`src/rtl/branch_ctrl.sv`:
```
// Branch resolution controller: evaluates the EX-stage branch condition, registers a PC
// redirect and holds a squash window. Optional statistics counters under `BRANCH_STATS_EN`.
module branch_ctrl #(
  parameter int unsigned XLEN         = 32,
  parameter int unsigned FLUSH_CYCLES = 2
) (
  input  logic            i_clk,
  input  logic            i_rst,
  input  logic            i_valid,
  input  logic [1:0]      i_branch_op,
  input  logic            i_zero,
  input  logic            i_neg,
  input  logic [XLEN-1:0] i_target,
  input  logic            i_stall,
  output logic            o_redirect,
  output logic [XLEN-1:0] o_redirect_pc,
  output logic            o_flush,
  output logic            o_busy,
  output logic            o_misalign,
  output logic [31:0]     o_cnt_branches,
  output logic [31:0]     o_cnt_taken,
  output logic [31:0]     o_cnt_squashed
);

  typedef enum logic [1:0] {
    ST_IDLE     = 2'd0,
    ST_REDIRECT = 2'd1,
    ST_FLUSH    = 2'd2
  } state_e;

  localparam logic [3:0] FLUSH_INIT = 4'(FLUSH_CYCLES - 1);

  state_e            state_q, state_d;
  logic [3:0]        cnt_q, cnt_d;
  logic [XLEN-1:0]   pc_q, pc_d;
  logic              redirect_q, redirect_d;
  logic              flush_q, flush_d;
  logic              busy_q, busy_d;
  logic              misalign_q, misalign_d;
  logic              cond;
  logic              taken;
  logic              aligned;

  // Branch condition decode from the ALU flags
  always_comb begin
    cond = 1'b0;
    case (i_branch_op)
      2'b00:   cond = i_zero;
      2'b01:   cond = !i_zero;
      2'b10:   cond = i_neg & !i_zero;
      2'b11:   cond = !i_neg | i_zero;
      default: cond = 1'b0;
    endcase
  end

  assign taken   = i_valid & cond;
  assign aligned = (i_target[1:0] == 2'b00);

  // Next state and next registered outputs; a stall freezes everything
  always_comb begin
    state_d    = state_q;
    cnt_d      = cnt_q;
    pc_d       = pc_q;
    redirect_d = redirect_q;
    flush_d    = flush_q;
    busy_d     = busy_q;
    misalign_d = misalign_q;
    if (!i_stall) begin
      redirect_d = 1'b0;
      flush_d    = 1'b0;
      busy_d     = 1'b0;
      misalign_d = 1'b0;
      case (state_q)
        ST_IDLE: begin
          if (taken && aligned) begin
            state_d    = ST_REDIRECT;
            pc_d       = i_target;
            cnt_d      = FLUSH_INIT;
            redirect_d = 1'b1;
            flush_d    = 1'b1;
            busy_d     = 1'b1;
          end else begin
            misalign_d = taken;
          end
        end
        ST_REDIRECT, ST_FLUSH: begin
          if (cnt_q == 4'd0) begin
            state_d = ST_IDLE;
          end else begin
            state_d = ST_FLUSH;
            cnt_d   = cnt_q - 4'd1;
            flush_d = 1'b1;
            busy_d  = 1'b1;
          end
        end
        default: state_d = ST_IDLE;
      endcase
    end else begin
      state_d = state_q;
    end
  end

  // Control state register
  always_ff @(posedge i_clk) begin
    if (i_rst) begin
      state_q    <= ST_IDLE;
      cnt_q      <= 4'd0;
      pc_q       <= {XLEN{1'b0}};
      redirect_q <= 1'b0;
      flush_q    <= 1'b0;
      busy_q     <= 1'b0;
      misalign_q <= 1'b0;
    end else begin
      state_q    <= state_d;
      cnt_q      <= cnt_d;
      pc_q       <= pc_d;
      redirect_q <= redirect_d;
      flush_q    <= flush_d;
      busy_q     <= busy_d;
      misalign_q <= misalign_d;
    end
  end

  assign o_redirect    = redirect_q;
  assign o_redirect_pc = pc_q;
  assign o_flush       = flush_q;
  assign o_busy        = busy_q;
  assign o_misalign    = misalign_q;

`ifdef BRANCH_STATS_EN
  logic [31:0] cnt_br_q, cnt_br_d;
  logic [31:0] cnt_tk_q, cnt_tk_d;
  logic [31:0] cnt_sq_q, cnt_sq_d;
  logic        inc_br, inc_tk, inc_sq;

  function automatic logic [31:0] sat_inc(input logic [31:0] v, input logic en);
    if (en && (v != 32'hFFFF_FFFF)) begin
      return v + 32'd1;
    end else begin
      return v;
    end
  endfunction

  // Statistics increments, qualified by stall and current state
  always_comb begin
    inc_br   = !i_stall && (state_q == ST_IDLE) && i_valid;
    inc_tk   = inc_br && taken && aligned;
    inc_sq   = !i_stall && (state_q != ST_IDLE) && i_valid;
    cnt_br_d = sat_inc(cnt_br_q, inc_br);
    cnt_tk_d = sat_inc(cnt_tk_q, inc_tk);
    cnt_sq_d = sat_inc(cnt_sq_q, inc_sq);
  end

  // Statistics counter registers
  always_ff @(posedge i_clk) begin
    if (i_rst) begin
      cnt_br_q <= 32'd0;
      cnt_tk_q <= 32'd0;
      cnt_sq_q <= 32'd0;
    end else begin
      cnt_br_q <= cnt_br_d;
      cnt_tk_q <= cnt_tk_d;
      cnt_sq_q <= cnt_sq_d;
    end
  end

  assign o_cnt_branches = cnt_br_q;
  assign o_cnt_taken    = cnt_tk_q;
  assign o_cnt_squashed = cnt_sq_q;
`else
  assign o_cnt_branches = 32'd0;
  assign o_cnt_taken    = 32'd0;
  assign o_cnt_squashed = 32'd0;
`endif

endmodule

```
`config.mk`:
```
export PLATFORM = sky130hd
export DESIGN_NAME = branch_ctrl
export DESIGN_NICKNAME = d
export VERILOG_FILES = /design/src/rtl/branch_ctrl.sv
export SDC_FILE = /design/constraint.sdc
export NUM_CORES = 1
export LEC_CHECK = 0
export BUFFER_PORTS_ARGS = -buffer_cell sky130_fd_sc_hd__clkbuf_2
export CAP_MARGIN = 20
export CORE_MARGIN = 3
export CORE_UTILIZATION = 41
export CTS_CLUSTER_SIZE = 8
export DETAILED_ROUTE_END_ITERATION = 16
export HOLD_SLACK_MARGIN = 0.15
export PLACE_DENSITY = 0.91
export SLEW_MARGIN = 20
export SYNTH_ARGS = -nofsm -noshare
export SYNTH_HDL_FRONTEND = slang
export SYNTH_SLANG_ARGS = --single-unit
```
`constraint.sdc`:
```
create_clock -name i_clk -period 1.7 [get_ports i_clk]
set_input_delay 0.085 -clock i_clk [delete_from_list [all_inputs] [get_ports i_clk]]
set_output_delay 0.085 -clock i_clk [all_outputs]
set_load 0.005 [all_outputs]
```
==> flow_summary.ini, run 1 <==
[layout]
nets = 418
syn_to_final_growth_pct = 21.6
fillers = 501
regArea_um2 = 821
layout-drive-gt1-share = 0.261
final_area_mm2 = 0.00295
multi_input_area_mm2 = 0.00115
fin_cells = 449

[cts]
clockRootBuffer = clkbuf_8
cts.sinks = 41
htreeDepth = 2
worst_skew_pair.late_latency_ns = 0.29
clk_pin_slew_ns = 0.08
cts_buffer_depth = 2
cts_buffers = 5
cts_tree = built

[route]
postRouteAntennaNets = 0
wl_per_cell_um = 12.3
drc = 0
viasPerCell = 4.12
drt_iter0_drc = 78
num_vias = 1850
firstDrtPassIters = 5
totalWireLength_um = 5520

[placement]
place_congestion = 0.769
dp_hpwl_um = 3640
dpl_cell_area_mm2 = 0.00250
pre_cts_ws_ns = 0.0318
port_buffers = 75
place_inst = 408

[pwr]
p_leak_nw = 1.42
p_per_area_mw_per_mm2 = 655
ir_drop_mv = 0.648

[sta]
setup_tns_ns = 0
min_period_ns = 1.63
hold_viol = 0
final.setup.worst_slack_ns = 0.0707
hold_ws_ns = 0.206
timing.fmax_mhz = 614
final_max_slew_viol_count = 0
setup_viol = 0
finalClockSkew_ns = 0.00536
period_share = 0.958

[grt]
grt_pass1_wl_um = 8350
grt_pass1_vias = 1721
antenna_found_initial = 0
overflow = 0
grt_start_max_net_pins = 27
grtUsageTotal = 0.147

[floorplanning]
fp.dieW_um = 83.0
die-area_mm2 = 0.00688
io_pins = 172
start_util = 0.433
fp.coreArea_mm2 = 0.00561
rows = 27
die_y_um = 83.0

[critical_path]
worst_setup_path_end_kind = register
cp.arrival_ns = 1.80
start_kind = register
required_ns = 1.87
r2r-start = state_q[0]
path_class = reg2reg
worstPathMaxFanout = 9
critical_path.startpoint = state_q[0]

[synth]
synthArstFlopShare = 0
synth.area.top_cells = dfxtp_1, buf_4, mux2i_1
ys_warn_count = 0
yosysMostFrequentCell = buf_4
synth_seq_area_share = 0.338
synthTopCellsByCount = buf_4, dfxtp_1, nor2_1, mux2i_1, a21oi_1
yosysTopAreaCell = dfxtp_1
ys_ff_latch = 41
synth_cells = 268
yosysTopAreaCellShare = 0.338
netlist_area_mm2 = 0.00243
synth_cell_type_count = 37
syn_area_per_cell_um2 = 9.06
synth_edf_count = 0
synth_flop_cell = dfxtp_1

[run_status]
status = completed

[run]
max_cap_viol_count = 0

[min_path]
hold_class = in2reg
hp-start = i_target[1]
==> final cells by class <==
cell class                 count  share of cell area
multi-input combinational    210               0.391
sequential                    41               0.278
timing repair buffer         112               0.261
tap                           72              0.0305
clock buffer                   6              0.0280
inverter                       5             0.00635
clock inverter                 2             0.00466
antenna                        1            0.000847
==> cells by family after synthesis <==
group / count (synthesis) / share of synthesized area
simple gates: 61 / 0.125
other cells: 1 / 0.00154
buf+inv: 112 / 0.347
flops: 41 / 0.338
fa+ha+maj: 3 / 0.0155
compound gates: 20 / 0.0495
mux: 30 / 0.124
==> path summary, 6_finish.rpt <==
check	endpoint	slack [ns]	depth (start not counted)
worst min-delay path	o_misalign	0.21	5
worst min register to register	o_misalign	0.47	2
worst max register to register	o_redirect_pc[5]	0.07	8
worst max-delay path	o_redirect_pc[5]	0.07	8
==> registers in the layout, summed over array words and instances, names as in the netlist <==
| signal | count |
|---|---|
| o_redirect_pc | 32 |
| cnt_q | 4 |
| state_q | 2 |
| o_busy | 1 |
| o_misalign | 1 |
| o_redirect | 1 |
==> layer usage <==
metal / track usage / vias to the layer above / part of all wire
li1: - / 891 / -
met1: 0.154 / 854 / 0.36
met2: 0.282 / 95 / 0.55
met3: 0.0397 / 10 / 0.072
met4: 0.0461 / 0 / 0.015
met5: 0 / - / 0
==> placed cells by master, fill, tap and decap left out, drive strengths merged <==
master,n
conb,96
clkbuf,82
dfxtp,41
nor2,36
dlygate4sd3,30
mux2i,30
a21oi,9
nand2,6
buf,6
inv,5
nor3,4
o21ai,3
ha,3
or3,2
a21boi,2
nor3b,2
clkinv,2
diode,1
o31ai,1
nand2b,1
and3b,1
and2b,1
nor4b,1
a31o,1
and4,1
o21a,1
nor4,1
nand3,1
a31oi,1
or4b,1
o21bai,1
nor2b,1
nand4,1
a21o,1
nand4b,1
==> through the flow <==
stage / utilization / power, mW
floorplan: - / 1.29
global placement: 0.446 / 1.21
detailed placement: 0.446 / 1.21
CTS: 0.516 / 1.93
global route: 0.526 / 2.02
finish: 0.527 / 1.93
==> what timing repair did <==
| action | 4_1_cts | 5_1_grt |
|---|---|---|
| endpoints found under the setup margin | 0 | 26 |
| endpoints found under the hold margin | 30 | 0 |
| resized for setup | 0 | 5 |
| hold buffers | 30 | 0 |
| buffers inserted | 0 | 1 |
==> worst max-delay path, cell delays in order, from the launching register on <==
cell     delay (ns)
dfxtp_1        0.33
inv_1          0.10
ha_4           0.15
nand2_1        0.10
nor4_4         0.14
buf_4          0.19
buf_4          0.21
mux2i_1        0.22
nor2_1         0.06
==> report_power, final <==
part	internal (mW)	total [mW]	switching, mW
Clock	0.329	0.673	0.343
Combinational	0.130	0.278	0.148
Sequential	0.974	0.983	0.00892
No activity file was read; power rests on OpenSTA's default activity.
==> run 2, diff against run 1 <==
--- a/config.mk
+++ b/config.mk
@@ -13,6 +13,7 @@
 export DETAILED_ROUTE_END_ITERATION = 16
 export HOLD_SLACK_MARGIN = 0.15
 export PLACE_DENSITY = 0.91
+export RECOVER_POWER = 50
 export SLEW_MARGIN = 20
 export SYNTH_ARGS = -nofsm -noshare
 export SYNTH_HDL_FRONTEND = slang
==> run 2 against run 1 <==
Against the previous run:
- total power rose by 0.19%
- utilization decreased by 0.45 points
- via count decreased by 0.11%
- die area did not move
- setup slack better by 0.0025 ns
- maximum frequency increased by 0.15%
- critical path type unchanged
- global-route usage stayed put
- register-to-register slack about the same
==> flow_summary.ini, run 2 (synthesis results as in run 1) <==
[run_status]
status = completed

[cts]
cts.sinks = 41
clk_pin_slew_ns = 0.08
worst_skew_pair.late_latency_ns = 0.29
htreeDepth = 2
cts_buffers = 5
cts_buffer_depth = 2
cts_tree = built
clockRootBuffer = clkbuf_8

[min_path]
hp-start = i_target[1]
min_path_cells = 5
hold_class = in2reg
holdPathEnd = o_misalign

[grt]
antenna_found_initial = 0
grt_start_max_net_pins = 27
grt_pass1_wl_um = 8350
grt_pass1_vias = 1721
grtUsageTotal = 0.147
overflow = 0

[floorplanning]
rows = 27
start_util = 0.433
io_pins = 172
die_y_um = 83.0
fp.coreArea_mm2 = 0.00561
die-area_mm2 = 0.00688
fp.dieW_um = 83.0

[run]
max_cap_viol_count = 0

[critical_path]
required_ns = 1.87
cp_num_cells = 8
r2r-start = state_q[0]
cp_num_buf_inv = 3
timing.rr.end = o_redirect_pc[5]
start_kind = register
path_class = reg2reg
cp_cell_sequence = inv_1 -> ha_4 -> nand2_1 -> nor4_4 -> buf_4 -> buf_4 -> mux2i_1 -> nor2_1
worst_setup_path_end_kind = register
slowest_delay_ns = 0.33
crit_path_top_delay_cell = dfxtp_1
cp.arrival_ns = 1.79
worstPathMaxFanout = 9
crit_family = buffers and inverters
r2r_slack_ns = 0.07
crit_top_cell = buf_4
r2r_cells = 8

[layout]
nets = 418
final_cell_mix = conb_1, clkbuf_2, dfxtp_1
largest_reg_flops = 32
syn_to_final_growth_pct = 20.6
layout-drive-gt1-share = 0.207
layout_commonest_cell = conb_1
fillers = 510

[sta]
hold_ws_ns = 0.206
timing.fmax_mhz = 615
final_max_slew_viol_count = 0
min_period_ns = 1.63
period_share = 0.957
finalClockSkew_ns = 0.00622
setup_tns_ns = 0
setup_viol = 0
hold_viol = 0

[pwr]
p_clk_frac = 0.350
power_frac_comb = 0.143
p_total_mw = 1.94
p_seq_frac = 0.507
p_leak_nw = 1.35
ir_drop_mv = 0.655
p_sw_mw = 0.506
p_per_area_mw_per_mm2 = 661
switching_share = 0.261
p_int_mw = 1.43

[route]
totalWireLength_um = 5540
wl_per_cell_um = 12.3
viasPerCell = 4.12
drt_iter0_drc = 61
num_vias = 1848
drc = 0
postRouteAntennaNets = 0
firstDrtPassIters = 4

[placement]
port_buffers = 75
place_congestion = 0.769
dp_hpwl_um = 3640
[run 2: cell count changes in the layout (fill, tap and decap cells not counted)]
cell	previous run	this run
clkbuf_2	75	55
clkbuf_1	0	20
[run 2: repair_timing]
| action | CTS | global route |
|---|---|---|
| hold buffers | 30 | 0 |
| endpoints found under the hold margin | 30 | 0 |
| gates resized for setup | 0 | 5 |
| buffers inserted | 0 | 1 |
| setup endpoints to repair | 0 | 26 |
[run 2: metal layers]
layer,global-route usage,vias to the layer above,share of wire,wire (um)
met4,0.0461,0,0.015,83
met2,0.282,89,0.54,3010
met5,0,-,0,0
met1,0.154,859,0.37,2060
met3,0.0397,10,0.069,384
li1,-,890,-,-
[run 2: how the worst max path moves through the flow]
| stage | start | end | slack, ns |
|---|---|---|---|
| 5_1_grt | state_q[0] | o_redirect_pc[5] | -0.02 |
| 4_1_cts | cnt_q[0] | cnt_q[0] | 0.004 |
| 6_report | state_q[0] | o_redirect_pc[5] | 0.07 |
| 3_5_place_dp | cnt_q[0] | cnt_q[0] | 0.03 |
| 2_1_floorplan | state_q[0] | cnt_q[3] | 0.18 |
| 3_3_place_gp | i_zero | o_redirect_pc[10] | 0.11 |
[run 2: tightest hold or removal path: cells and delay by family]
family | cells | cell delay (ns)
and+or+nand+nor | 3 | 0.20
buffers and inverters | 1 | 0.10
AOI/OAI and AO/OA | 1 | 0.06
[run 2: power groups by stage]
stage	Combinational [mW]	Clock, mW	Sequential (mW)
after floorplan	0.287	0	1.00
after global placement	0.201	0	1.00
after detailed placement	0.205	0	1.00
after CTS	0.260	0.685	0.982
after global routing	0.308	0.727	0.985
final	0.276	0.678	0.983
[run 2: final cells by class]
class	instances	area [um2]	share of cell area
diodes	1	2.50	0.000854
clock buffers	6	82.6	0.0282
clock inverters	2	13.8	0.00470
inverters	5	18.8	0.00641
multi-input cells	210	1150	0.394
flip-flops and latches	41	821	0.280
well taps	72	90.1	0.0308
repair buffers	112	746	0.255
[run 2: through the flow]
stage | cell area, um2 | utilization | cells | setup slack (ns)
3_5_place_dp | 2500 | 0.446 | 408 | 0.0318
3_3_place_gp | 2500 | 0.446 | 408 | 0.108
4_1_cts | 2900 | 0.516 | 446 | 0.00426
6_report | 2930 | 0.522 | 449 | 0.0732
2_1_floorplan | 2790 | - | 363 | 0.176
5_1_grt | 2930 | 0.522 | 448 | -0.0191
